File: src/rtl/sdram_slot_arbiter.sv
// Picks one of four requesters (video, CPU, DMA, blitter) per 8 MHz SDRAM slot and forces refresh gaps.
// Build option: define SDRAM_ARB_VIDEO_PRIO_EN to give port 0 (video) fixed priority over ports 1..3.
module sdram_slot_arbiter #(
  parameter int REFRESH_MAX = 48
) (
  input  logic        clk_8,
  input  logic        reset_n,
  input  logic [3:0]  req,
  input  logic [3:0]  p_we,
  input  logic [95:0] p_addr,
  input  logic [7:0]  p_ds,
  input  logic [63:0] p_din,
  output logic [3:0]  ack,
  output logic [63:0] rdata,
  output logic [3:0]  grant,
  output logic        sd_oe,
  output logic        sd_we,
  output logic [23:0] sd_addr,
  output logic [1:0]  sd_ds,
  output logic [15:0] sd_din,
  input  logic [63:0] sd_dout
);
  // Handshake: a requester raises req[n] with p_* stable and holds it until ack[n]; grant[n] marks
  // the slot its access occupies on the sd_* bus, and ack[n] pulses for one cycle in the next slot.
  typedef enum logic {S_IDLE = 1'b0, S_ACCESS = 1'b1} slot_state_t;

  slot_state_t state_q, state_d;
  logic [3:0]  grant_d, eligible;
  logic [1:0]  rr_last, rr_last_d, win_idx;
  logic        win_valid;
  logic [5:0]  busy_cnt, busy_cnt_d;
  logic        sel_we;
  logic [23:0] sel_addr;
  logic [1:0]  sel_ds;
  logic [15:0] sel_din;
`ifdef SDRAM_ARB_VIDEO_PRIO_EN
  logic [2:0]  cand;
`else
  logic [1:0]  cand;
`endif

  // The port owning the slot that is ending may not take the next one.
  always_comb begin
    eligible  = req & ((state_q == S_ACCESS) ? ~grant : 4'b1111);
    win_valid = 1'b0;
    win_idx   = 2'd0;
    cand      = '0;
`ifdef SDRAM_ARB_VIDEO_PRIO_EN
    if (eligible[0]) begin
      win_valid = 1'b1;
    end else begin
      for (int k = 1; k <= 3; k++) begin
        cand = {1'b0, rr_last} + 3'(k);
        if (cand > 3'd3) cand = cand - 3'd3;
        if (!win_valid && eligible[cand[1:0]]) begin
          win_valid = 1'b1;
          win_idx   = cand[1:0];
        end
      end
    end
`else
    for (int k = 1; k <= 4; k++) begin
      cand = rr_last + 2'(k);
      if (!win_valid && eligible[cand]) begin
        win_valid = 1'b1;
        win_idx   = cand;
      end
    end
`endif
  end

  always_comb begin
    state_d    = S_IDLE;
    grant_d    = 4'b0000;
    rr_last_d  = rr_last;
    busy_cnt_d = 6'd0;
    if (int'(busy_cnt) != REFRESH_MAX && win_valid) begin
      state_d    = S_ACCESS;
      grant_d    = 4'b0001 << win_idx;
      busy_cnt_d = busy_cnt + 6'd1;
`ifdef SDRAM_ARB_VIDEO_PRIO_EN
      if (win_idx != 2'd0) rr_last_d = win_idx;
`else
      rr_last_d = win_idx;
`endif
    end
  end

  always_comb begin
    sel_we   = 1'b0;
    sel_addr = '0;
    sel_ds   = '0;
    sel_din  = '0;
    for (int i = 0; i < 4; i++) begin
      if (win_idx == 2'(i)) begin
        sel_we   = p_we[i];
        sel_addr = p_addr[i*24 +: 24];
        sel_ds   = p_ds[i*2 +: 2];
        sel_din  = p_din[i*16 +: 16];
      end
    end
  end

  always_ff @(posedge clk_8 or negedge reset_n) begin
    if (!reset_n) begin
      state_q  <= S_IDLE;
      grant    <= '0;
      rr_last  <= 2'd3;
      busy_cnt <= '0;
      ack      <= '0;
      rdata    <= '0;
      sd_oe    <= 1'b0;
      sd_we    <= 1'b0;
      sd_addr  <= '0;
      sd_ds    <= '0;
      sd_din   <= '0;
    end else begin
      state_q  <= state_d;
      grant    <= grant_d;
      rr_last  <= rr_last_d;
      busy_cnt <= busy_cnt_d;
      ack      <= (state_q == S_ACCESS) ? grant : 4'b0000;
      if (state_q == S_ACCESS && sd_oe) rdata <= sd_dout;
      // Address and write data hold through idle slots; only the strobes and commands drop.
      if (state_d == S_ACCESS) begin
        sd_oe   <= ~sel_we;
        sd_we   <= sel_we;
        sd_addr <= sel_addr;
        sd_ds   <= sel_ds;
        sd_din  <= sel_din;
      end else begin
        sd_oe <= 1'b0;
        sd_we <= 1'b0;
        sd_ds <= '0;
      end
    end
  end
endmodule

File: config.mk
export PLATFORM = sky130hd
export DESIGN_NAME = sdram_slot_arbiter
export DESIGN_NICKNAME = d
export VERILOG_FILES = /design/src/rtl/sdram_slot_arbiter.sv
export SDC_FILE = /design/constraint.sdc
export NUM_CORES = 1
export LEC_CHECK = 0
export BUFFER_PORTS_ARGS = -buffer_cell sky130_fd_sc_hd__clkbuf_2
export CORE_AREA = 2 2 139 141
export CTS_BUF_LIST = sky130_fd_sc_hd__clkbuf_4
export CTS_CLUSTER_SIZE = 12
export DETAILED_ROUTE_END_ITERATION = 6
export DIE_AREA = 0 0 141 143
export PLACE_DENSITY = 0.64
export REMOVE_ABC_BUFFERS = 1
export SLEW_MARGIN = 20
export SYNTH_ARGS = -nofsm -noshare
export SYNTH_HDL_FRONTEND = slang
export SYNTH_SLANG_ARGS = --single-unit
export TNS_END_PERCENT = 50
File: constraint.sdc
create_clock -name clk_8 -period 1.99 [get_ports clk_8]
set_input_delay 0.0995 -clock clk_8 [delete_from_list [all_inputs] [get_ports clk_8]]
set_output_delay 0.0995 -clock clk_8 [all_outputs]
set_load 0.01 [all_outputs]
==> impl_metrics.json, run 1 <==
{
  "run_status": "stopped before the end",
  "lastStage": "clock tree synthesis",
  "stop_error": "[ERROR RSZ-0060] Max buffer count reached.",
  "hpwl_um": 14200,
  "cts_sinks": 125,
  "synth-seq-cells": 125,
  "ios": 358,
  "cts_buffers": 17,
  "clockBufferDepth": 2,
  "cts-resized-gates": 2,
  "hold_buffers": 215,
  "dpl_worst_slack_ns": 0.02388,
  "syn_avg_cell_area_um2": 12.86,
  "fp.dieW_um": 141,
  "port_buffers": 357,
  "synth_cell_types": 40,
  "cts_root_buffer": "clkbuf_4",
  "yosys_warnings": 0,
  "synth_edf_count": 0,
  "cts_setup_buffers": 0,
  "globalplace.congestion": 0.7908,
  "async_flop_share": 1.000,
  "synth_cells": 450,
  "die_y_um": 143,
  "yosysSeqAreaShare": 0.5410,
  "synthFlopType": "dfrtp_1",
  "row_count": 50,
  "synth_area_um2": 5787,
  "htree_num_levels": 4,
  "initial_core_util": 0.3114,
  "postPlaceCellArea_um2": 8079
}
[logic make-up after synthesis]
family                   Yosys count  synth area share
multiplexers                     151            0.2768
flip-flops                       125            0.5410
AND/OR/NAND/NOR                   73           0.05362
AO/OA/AOI/OAI                     59           0.08649
buffers and inverters             36           0.03178
XOR/XNOR                           4          0.006055
adder cells (fa/ha/maj)            2          0.004324
[synthesized netlist by cell type (2+ instances only)]
library cell	number	area share
buf_6	3	0.0058
nand3_1	3	0.0026
dfrtp_1	123	0.53
nor2_1	14	0.0091
and2_1	4	0.0043
dfstp_2	2	0.0091
mux2_4	2	0.0052
o221ai_1	42	0.064
mux2i_1	85	0.15
mux2_2	64	0.12
a21bo_1	2	0.0035
clkbuf_1	8	0.0052
o21ai_1	2	0.0017
buf_2	18	0.016
xor2_1	2	0.0030
nand2_1	45	0.029
ha_1	2	0.0043
o22ai_1	2	0.0022
xnor2_1	2	0.0030
inv_1	5	0.0032
[per-stage QoR]
step / instances / hold WS [ns]
after floorplan: 420 / -0.1961
after global placement: 1038 / 0.03249
after detailed placement: 1038 / 0.03199
==> run 2: changes to the inputs <==
--- a/config.mk
+++ b/config.mk
@@ -7,11 +7,9 @@
 export LEC_CHECK = 0
 export BUFFER_PORTS_ARGS = -buffer_cell sky130_fd_sc_hd__clkbuf_2
 export CORE_AREA = 2 2 139 141
-export CTS_BUF_LIST = sky130_fd_sc_hd__clkbuf_4
-export CTS_CLUSTER_SIZE = 12
 export DETAILED_ROUTE_END_ITERATION = 6
 export DIE_AREA = 0 0 141 143
-export PLACE_DENSITY = 0.64
+export PLACE_DENSITY_LB_ADDON = 0.15
 export REMOVE_ABC_BUFFERS = 1
 export SLEW_MARGIN = 20
 export SYNTH_ARGS = -nofsm -noshare
==> run 2 against run 1 <==
Effect of this change: synthesized area unchanged; the flow now finishes, with violations (hold timing); synthesized cell count stayed put.
==> impl_metrics.json, run 2 <==
{
  "synth_edf_count": 0,
  "tightest_slew_ns": 0.4031,
  "synthFlopType": "dfrtp_1",
  "slowest_delay_ns": 0.47,
  "antenna_found_initial": 0,
  "drv_slew": 0,
  "cts_sinks": 125,
  "die_y_um": 143,
  "cts_buffers": 17,
  "row_count": 50,
  "p_per_area_nw_per_um2": 1634,
  "fp.dieW_um": 141,
  "dr.first_iter.drc_count": 154,
  "async_flop_share": 1.000,
  "slowest_stage": "dfrtp_2",
  "hold_end": "sd_addr[9]",
  "syn_avg_cell_area_um2": 12.86,
  "area_growth_pct": 75.42,
  "yosys_warnings": 0,
  "yosysMostFrequentCell": "dfrtp_1",
  "drc": 0,
  "holdWs_ns": -0.01323,
  "grt_use_total": 0.1951,
  "final.setup.worst_slack_ns": 0.004583,
  "ios": 358,
  "top_regs": "rdata x64, sd_addr x24, sd_din x16",
  "core_area_um2": 18580,
  "die_area_um2": 20160,
  "crit_path_start_kind": "flop",
  "fin_crit_ns": 1.985,
  "final_common_cell": "clkbuf_2",
  "cts_root_buffer": "clkbuf_16",
  "largest_register_ffs": 64,
  "cp_max_fo": 7,
  "synth_common_cells": "123 x dfrtp_1, 85 x mux2i_1, 64 x mux2_2",
  "leakage_nw": 5.057,
  "port_buffers": 357,
  "crit_type": "flop to flop",
  "setup_violations": 0,
  "drv_cap": 0,
  "hold_path.startpoint": "p_addr[57]",
  "cp_num_buf_inv": 3,
  "viasPerCell": 4.684,
  "wl_per_cell_um": 17.44,
  "drive_gt1_frac": 0.5608,
  "reg2regPathDepth": 8,
  "worst_ep_arrival_time_ns": 2.26,
  "vias": 5565,
  "post-route-period-util": 0.9977,
  "cts_tree": "built",
  "grt_setup_unrepaired": "true",
  "layout_common_cells": "356 x clkbuf_2, 122 x dfrtp_1, 97 x dlygate4sd3_1",
  "hold_path_depth": 3,
  "clk_latency_ns": 0.42,
  "fmaxAchievable_ghz": 0.5037,
  "drtAntennaViolNets": 0,
  "critical-path-top-delay-family": "compound AO/OA/AOI/OAI gates",
  "synth_top_area_cell": "dfrtp_1",
  "globalplace.congestion": 0.8242,
  "dp_cells": 1041,
  "dpl_worst_slack_ns": -0.06660,
  "violations": "hold timing",
  "htree_num_levels": 4,
  "grt_pass1_vias": 5943,
  "run_status": "complete, but fails checks",
  "timing_hold_violations_final": 2,
  "grt_max_degree": 74,
  "fin_worst_skew_ns": 0.01153,
  "synth_area_leaders": "dfrtp_1 53%, mux2i_1 15%, mux2_2 12%",
  "worstSetupEndpointType": "flop",
  "synth_area_um2": 5787,
  "slew_headroom": 0.7313,
  "overflow": 0,
  "grt_pass1_wl_um": 30440,
  "r2r_slack_ns": 0.005,
  "synth_cell_types": 40,
  "yosysSeqAreaShare": 0.5410,
  "hpwl_um": 14670,
  "dr.pass1.iters": 4,
  "antenna_cells": 0,
  "hold_path.class": "primary input to flop",
  "clockBufferDepth": 2,
  "synth_top_area_frac": 0.5319,
  "worstReg2RegStart": "state_q",
  "synth-seq-cells": 125,
  "ir_worst_vdd_v": 0.0005932,
  "instances_no_fill": 1188,
  "initial_core_util": 0.3114,
  "cp_cell_sequence": "a21bo_4, a211oi_4, a21oi_4, buf_12, clkbuf_16, buf_4, mux2i_1, o221ai_1",
  "synth_cells": 450,
  "timing.rr.end": "sd_din[11]",
  "wl_um": 20720,
  "cp.required_ns": 2.26,
  "clk_pin_slew_ns": 0.06,
  "final_nets": 1185,
  "top_register": "rdata"
}
run 2: logic make-up (layout without fill, tap and decap cells):
logic type,after synthesis,count (layout),share of synthesized area
compound gates,59,59,0.08649
simple gates,73,73,0.05362
flops,125,125,0.5410
mux,151,151,0.2768
buf+inv,36,540,0.03178
xor+xnor,4,4,0.006055
fa+ha+maj,2,2,0.004324
run 2: how the worst max path moves through the flow:
| stage | startpoint | end | slack (ns) | cells past startpoint |
|---|---|---|---|---|
| after detailed placement | state_q | sd_din[9] | -0.07 | 8 |
| final | state_q | sd_din[11] | 0.005 | 8 |
| after global placement | state_q | sd_addr[23] | -0.02 | 7 |
| after global routing | state_q | sd_din[7] | -0.07 | 8 |
| after floorplan | state_q | sd_we | -5.71 | 5 |
| after CTS | state_q | sd_din[9] | -0.01 | 9 |
run 2: layout make-up:
class | instances | area (um^2)
Clock inverter | 14 | 231.5
Tap cell | 234 | 292.8
Inverter | 6 | 22.52
Timing Repair Buffer | 502 | 3405
Sequential cell | 125 | 3132
Fill cell | 1601 | 8429
Clock buffer | 18 | 429.2
Multi-Input combinational cell | 289 | 2639
run 2: where the power goes:
| part | leakage [nW] | total [mW] | internal, mW | switching, mW |
|---|---|---|---|---|
| combinational | 3.25 | 8.51 | 4.50 | 4.01 |
| sequential | 1.49 | 4.59 | 3.85 | 0.737 |
| clock | 0.316 | 3.49 | 2.26 | 1.23 |
run 2: layer usage:
metal / up-vias / GRT usage / share of wire
li1: 2646 / - / -
met1: 2605 / 0.2168 / 0.39
met2: 269 / 0.3422 / 0.50
met3: 45 / 0.06170 / 0.077
met4: 0 / 0.09000 / 0.033
met5: - / 0 / 0
run 2: worst register-to-register path, cell delays in order (launching register included):
cell and delay [ns]:
dfrtp_2 0.47, a21bo_4 0.26, a211oi_4 0.29, a21oi_4 0.09
buf_12 0.16, clkbuf_16 0.16, buf_4 0.14, mux2i_1 0.14
o221ai_1 0.14
run 2: what timing repair did:
action,in CTS,in global routing
gates cloned,0,7
buffers inserted,5,8
endpoints found under the hold margin,205,2
hold buffers,95,2
setup endpoints to repair,11,42
pin swaps,5,23
gates resized for setup,7,33
run 2: metrics by stage:
step / instance area, um^2 / total power, mW / setup TNS (ns) / utilization / hold slack [ns]
after global placement: 8098 / 11.78 / -0.01910 / 0.4358 / 0.1326
after global routing: 10150 / 17.59 / -1.009 / 0.5463 / -0.005649
final: 10150 / 16.59 / 0 / 0.5463 / -0.01323
after detailed placement: 8098 / 11.97 / -0.4440 / 0.4358 / 0.1362
after floorplan: 5625 / 7.689 / -298.89 / - / -0.1961
after CTS: 9772 / 15.80 / -0.01803 / 0.5259 / 0.0001705
Power figures use the tool's default switching activity.
